[config.mk]
export PLATFORM = sky130hd
export DESIGN_NAME = ldpc_3gpp_enc_mm_acc
export DESIGN_NICKNAME = d
export VERILOG_FILES = /design/src/rtl/ldpc_3gpp_enc_mm_acc.sv
export SDC_FILE = /design/constraint.sdc
export NUM_CORES = 2
export LEC_CHECK = 0
export ABC_AREA = 1
export ABC_CLOCK_PERIOD_IN_PS = 6100
export CORE_MARGIN = 2
export CORE_UTILIZATION = 30
export DETAILED_ROUTE_END_ITERATION = 7
export DONT_BUFFER_PORTS = 1
export PLACE_DENSITY = 0.44
export SYNTH_ARGS = -nofsm -noshare
export SYNTH_HDL_FRONTEND = slang
export SYNTH_SLANG_ARGS = --single-unit
export TNS_END_PERCENT = 100
[constraint.sdc]
create_clock -name iclk -period 6.1 [get_ports iclk]
set_input_delay 0.305 -clock iclk [delete_from_list [all_inputs] [get_ports iclk]]
set_output_delay 0.305 -clock iclk [all_outputs]
set_load 0.02 [all_outputs]
[src/rtl/ldpc_3gpp_enc_mm_acc.sv]
// GF(2) row accumulator for the LDPC encoder: XORs the shifted Zc blocks of one Hb row word-wise
// and streams the row sum out during the last block, one cycle after each input word.
module ldpc_3gpp_enc_mm_acc #(
    parameter int pADDR_W = 8,
    parameter int pDAT_W  = 8
) (
    input  logic              iclk,
    input  logic              ireset_n,
    input  logic              iclkena,
    input  logic              ival,
    input  logic              isop,
    input  logic              ieop,
    input  logic              isof,
    input  logic              ieof,
    input  logic [pDAT_W-1:0] idat,
    output logic              oval,
    output logic              osop,
    output logic              oeop,
    output logic [pDAT_W-1:0] odat,
    output logic              oerr
);

    typedef enum logic [1:0] {
        sIDLE = 2'd0,
        sACC  = 2'd1,
        sLAST = 2'd2
    } state_t;

    state_t              r_state;
    state_t              w_state_nxt;
    logic [pDAT_W-1:0]   r_buf [2**pADDR_W];
    logic [pADDR_W-1:0]  r_waddr;
    logic [pADDR_W-1:0]  w_addr;
    logic                r_first;
    logic                w_acc;
    logic                w_ok;
    logic                w_frm_err;
    logic                w_wrap_err;
    logic                w_first;
    logic                w_last;
    logic [pDAT_W-1:0]   w_rd;
    logic [pDAT_W-1:0]   w_sum;
    logic                r_oval;
    logic                r_osop;
    logic                r_oeop;
    logic [pDAT_W-1:0]   r_odat;
    logic                r_oerr;

    assign w_acc      = iclkena & ival;
    assign w_addr     = isop ? '0 : r_waddr;
    assign w_wrap_err = (w_addr == '1) & ~ieop;
    assign w_rd       = r_buf[w_addr];
    assign w_sum      = w_first ? idat : (w_rd ^ idat);

    // A block boundary (isop) redefines the first/last-block context; mid-block words inherit it.
    always_comb begin
        w_ok        = 1'b0;
        w_frm_err   = 1'b0;
        w_first     = isop ? isof : r_first;
        w_last      = isop ? ieof : (r_state == sLAST);
        w_state_nxt = r_state;
        case (r_state)
            sIDLE: begin
                w_ok      = isop & isof;
                w_frm_err = ~(isop & isof);
            end
            sACC: begin
                w_ok      = 1'b1;
                w_frm_err = isop & isof;
            end
            sLAST: begin
                w_ok      = ~isop | isof;
                w_frm_err = isop;
            end
            default: begin
                w_ok      = 1'b0;
                w_frm_err = 1'b1;
            end
        endcase
        if (w_acc) begin
            if (!w_ok)
                w_state_nxt = sIDLE;
            else if (w_last)
                w_state_nxt = ieop ? sIDLE : sLAST;
            else
                w_state_nxt = sACC;
        end
    end

    always_ff @(posedge iclk or negedge ireset_n) begin
        if (!ireset_n) begin
            r_state <= sIDLE;
            r_waddr <= '0;
            r_first <= 1'b0;
            r_oval  <= 1'b0;
            r_osop  <= 1'b0;
            r_oeop  <= 1'b0;
            r_odat  <= '0;
            r_oerr  <= 1'b0;
        end else if (iclkena) begin
            r_state <= w_state_nxt;
            r_oval  <= 1'b0;
            r_osop  <= 1'b0;
            r_oeop  <= 1'b0;
            if (ival) begin
                r_waddr <= w_addr + pADDR_W'(1);
                if (isop)
                    r_first <= isof;
                if (w_frm_err || w_wrap_err)
                    r_oerr <= 1'b1;
                if (w_ok && w_last) begin
                    r_oval <= 1'b1;
                    r_osop <= isop;
                    r_oeop <= ieop;
                    r_odat <= w_sum;
                end
            end
        end
    end

    // Accumulator storage is deliberately left out of reset; every row overwrites it in its first block.
    always_ff @(posedge iclk) begin
        if (w_acc && w_ok)
            r_buf[w_addr] <= w_sum;
    end

    assign oval = r_oval;
    assign osop = r_osop;
    assign oeop = r_oeop;
    assign odat = r_odat;
    assign oerr = r_oerr;

endmodule

# Word level (Yosys, flattened, before mapping)
# Memory sizes are Yosys's and may differ from the RTL's.
# Cells that the tools add are included.
[word_totals] register_bits=23 ramBits=2048 in_bits=16 output_inout_bits=12 word_cells=46 n_memories=1
[classes] n_addsub=1 n_eq_ne=3 n_mux=17 n_bitwise=8 n_reduce_logical=8
[memory_table] memory="r_buf" words=256 width=8 rd=1 rd_ports_with_merged_regs=0 write_ports=1 line="31" rtl="logic [pDAT_W-1:0] r_buf [2**pADDR_W];"
[op_table] cell="2-to-1 mux 8 bit" count=2
[op_table] cell="2-to-1 mux 1 bit" count=10
[op_table] cell="adder 8 x 1 -> 8 bit, second input constant" count=1
[op_table] cell="equality test 8 bit, second input constant" count=1
[op_table] cell="XOR 8 bit" count=1
[op_table] cell="2-to-1 mux 2 bit" count=3
[op_table] cell="one-hot mux 1 bit (3 select lines)" count=2
[op_table] cell="AND reduction 3 bit" count=2
[op_table] cell="AND reduction 2 bit" count=2
[op_table] cell="AND 1 bit" count=3
[op_table] cell="inverter 1 bit" count=3
[op_table] cell="equality test 2 x 1 -> 1 bit, second input constant" count=1
[op_table] cell="equality test 2 bit, second input constant" count=1
[op_table] cell="logical AND 1 bit" count=2
[op_table] cell="zero test 2 bit" count=1
[op_table] cell="logical OR 1 bit" count=1
[op_table] cell="bitwise OR 1 bit" count=1

# Longest topological paths before layout
[logic_depth] ltp_word=6 mapped_depth=20 ltp_nobuf=17

# Worst setup path after synthesis
# No wires, ideal clock.
[synth_path] path_type="register to register" start="register r_waddr[0]" end="memory r_buf[0][4] (data pin)" setup_ps=870 arrival_time_ps=5094 required_time_ps=5230 setup_slack_ps=136 path_stages_with_launch=16 path_buffers=4 period_less_slack_ps=5964 path_cell_list="dfrtp_1 buf_4 buf_4 buf_4 clkbuf_1 nand2_1 nand3_1 a21oi_1 nor3_1 nor2_1 nor2_1 nand3_1 nor2_1 nand2_1 nand2_1 and2_1"
[synth_via] elab_chain_len=4
[synth_rtl] element="from (decl)" line="32" rtl="logic [pADDR_W-1:0] r_waddr;"
[synth_rtl] element="from (signal assigned)" line="106" rtl="r_waddr <= w_addr + pADDR_W'(1);"
[synth_rtl] element="2-to-1 mux 8 bit" line="50" rtl="assign w_addr = isop ? '0 : r_waddr;"
[synth_rtl] element="memory read (256 x 8 bit)"
[synth_rtl] element="XOR 8 bit" line="53" rtl="assign w_sum = w_first ? idat : (w_rd ^ idat);"
[synth_rtl] element="2-to-1 mux 8 bit" line="53"
[synth_rtl] element="named net w_sum[4]" line="42" rtl="logic [pDAT_W-1:0] w_sum;"
[synth_rtl] element="to (decl)" line="31"
# The timed path passes the listed nets, and every way through them passes these cells.

# Final worst setup path
[layout_path] start="register r_waddr[0]" end="memory r_buf[46][6] (data pin)"
# Same word-level chain as after synthesis.

==> results.cfg <==
[yosys]
ys_warn_count = 0
async_reset_ff_frac = 0.0111
synth_edf_count = 2048
netlist_instances = 7442
yosys-top-cells-area = edfxtp_1, nand2_1, nand3_1
ys.flop_type = edfxtp_1
synth.top_cell.area_share = 0.725
synth_largest_area_cell = edfxtp_1
synth.most_common_cell = nand2_1
synth_area_sq_um = 84900
synth_nets = 7462
ys_seq_area_frac = 0.731
netlist_top_cells_count = nand2_1, edfxtp_1, nand3_1
ys_types = 40
syn_area_per_cell_sq_um = 11.4
synth_seq_cells = 2071

[sta]
period_share = 0.892
worst_pin_slew_ns = 1.29
finalHoldViolations = 0
period_needed_ns = 5.44
totalNegativeSetupSlack_ns = 0
fmax_mhz = 184
skew_ns = 0.0862
rsz0062_at_grt = false
finalSetupViolCount = 0
slew_violations = 0
whs_ns = 0.0786
slew-limit-headroom = 0.139

[power_and_ir_drop]
powerDensity_nw_per_um2 = 342
ir_worst_vdd_v = 0.000322
pwr-share-comb = 0.118
p_leak_nw = 35.3
p_int_mw = 24.5
power_switching_mw = 8.95
power_frac_seq = 0.488
pwr-share-clk = 0.394
power_mw = 33.5
sw_frac_of_total = 0.267

[global_routing]
use_met3 = 0.0274
grt_usage = 0.199
grt_antenna_before_repair = 20
grt-ovfl-total = 0
grt_max_degree = 161
grt_first_pass_wirelength_mm = 415
gr-usage-met2 = 0.323
top_usage_layer = met2
use_met1 = 0.278
grt_pass1_vias = 54700

[worst_hold_path]
hold_path.class = in2reg
min_from = idat[2]
hold_end = r_buf[95][2]
holdPathStages = 3

[placed_design]
gp_congestion = 0.835
port_buffers = 0
dp.final_hpwl_mm = 169
place_inst = 11100

[cells_and_area]
area_growth_syn_to_layout_pct = 15.3
fillCellCount = 28000
multi_input_comb_area_sq_um = 20400
fin_nets = 7583
regArea_sq_um = 62100
final_cells = 11500
drive_above_1_share = 0.0857
final_util = 0.347

[die]
die_h_um = 536
die_w_um = 536
row_count = 195
core_area_sq_um = 282000
dieArea_sq_um = 287000
initial_core_util = 0.301
boundaryPins = 28

[cts]
cts_buffers = 227
clk_latency_ns = 0.92
cts_resized = 0
numClockSinks = 2071
clkTransAtPathRegs_ns = 0.06
clock_tree.buffer_depth = 3
cts_tree = yes
htree_levels = 4
cts_hold_buf = 20
clockRootBuffer = clkbuf_16
post-cts-setup-buffer-count = 0

[worst_setup_path]
end_kind = flip-flop
worstSetupPathType = reg2reg
crit_fanout = 108
start_kind = flip-flop
cp.required_ns = 6.69
reg2regPathDepth = 15
reg2reg_slack_ns = 0.66
rr_startpoint = r_waddr[0]
crit_arrival_ns = 6.03
r2r_end = r_buf[46][6]

[route]
drt_iter0_markers = 5551
ant_nets = 0
first_pass_iters = 8
vias = 57000
routed_wl_mm = 291
remaining_drc_errors = 0
vias_per_cell = 4.95
wl_per_cell_um = 25.3

[flow_run]
drv_cap = 0

[status]
status = complete, no violations
==> area by class of cell <==
| class | count | area share |
|---|---|---|
| flip-flops and latches | 2071 | 0.634 |
| multi-input cells | 4854 | 0.208 |
| clock buffers | 280 | 0.0601 |
| well taps | 3743 | 0.0479 |
| repair buffers | 329 | 0.0336 |
| clock inverters | 138 | 0.0121 |
| inverters | 80 | 0.00347 |
| diodes | 7 | 0.000179 |
==> critical path, cell delays in order, from the launching register on <==
cell	delay, ns
dfrtp_4	0.83
inv_2	0.14
nor2_8	0.37
buf_12	0.45
nand2_1	0.10
nand3_1	0.10
nand2_1	0.07
nand2_1	0.06
nand3_1	0.09
o21ai_0	0.86
nand2_1	0.14
nor2_1	0.27
nand3_1	0.14
o21bai_1	0.22
and2_4	0.55
buf_12	0.39
==> flip-flops by register name, indices dropped and copies added (netlist names) <==
register and count:
odat 8, oeop 1, oerr 1, osop 1
oval 1, r_buf 2048, r_first 1, r_state 2
r_waddr 8
==> stage by stage <==
step / setup slack (ns) / instance area, sq um
after floorplan: 0.136 / 84900
after global placement: 0.738 / 90500
after detailed placement: 0.793 / 90500
after CTS: 0.743 / 97800
after global routing: 0.374 / 97800
final: 0.658 / 97800
==> logic make-up (layout without fill, tap and decap cells) <==
family,Yosys count,in the layout,share of synthesized area
AO/OA/AOI/OAI,206,206,0.0126
AND/OR/NAND/NOR,4639,4639,0.225
XOR/XNOR,5,5,0.000516
other,0,7,0
adder cells (fa/ha/maj),4,4,0.000590
flip-flops,2071,2071,0.731
buffers and inverters,517,827,0.0297
==> layout by cell type, fill, tap and decap left out, drive strengths merged <==
master | netlist | layout
nand2 | 2978 | 2978
edfxtp | 2048 | 2048
nand3 | 1125 | 1125
nor2 | 444 | 444
buf | 329 | 311
clkbuf | 108 | 280
a21oi | 147 | 147
clkinv | 1 | 121
inv | 79 | 81
o21ai | 45 | 45
nand4 | 38 | 38
nor3 | 28 | 28
dfrtp | 23 | 23
or2 | 21 | 21
dlygate4sd3 | 0 | 18
bufinv | 0 | 13
diode | 0 | 7
o21bai | 4 | 4
and2 | 4 | 4
xor2 | 4 | 4
ha | 4 | 4
a21o | 3 | 3
o22ai | 3 | 3
clkinvlp | 0 | 3
a41oi | 1 | 1
a21boi | 1 | 1
nand3b | 1 | 1
a22o | 1 | 1
xnor2 | 1 | 1
o311ai | 1 | 1
==> layer usage <==
layer  part of all wire  vias to the layer above
li1                   -                    25900
met1               0.45                    29000
met5            0.00014                        -
met3              0.055                      400
met4              0.026                        6
met2               0.47                     1718
==> power groups by stage <==
stage               Combinational [mW]  Clock (mW)  Sequential, mW
floorplan                         2.16           0            16.8
global placement                  3.95           0            16.6
detailed placement                3.97           0            16.6
CTS                               4.01        13.4            16.3
global route                      4.29        14.0            16.3
finish                            3.94        13.2            16.4
==> worst max path at each step <==
stage                from            end  slack, ns  cells after the start
3_5_place_dp   r_waddr[0]  r_buf[203][6]       0.79                     15
2_1_floorplan  r_waddr[0]    r_buf[0][4]       0.14                     15
4_1_cts        r_waddr[0]   r_buf[46][6]       0.74                     15
6_report       r_waddr[0]   r_buf[46][6]       0.66                     15
5_1_grt        r_waddr[0]   r_buf[46][6]       0.37                     15
3_3_place_gp   r_waddr[0]  r_buf[202][6]       0.74                     15
Note: power is estimated with default switching activity, not from simulation.
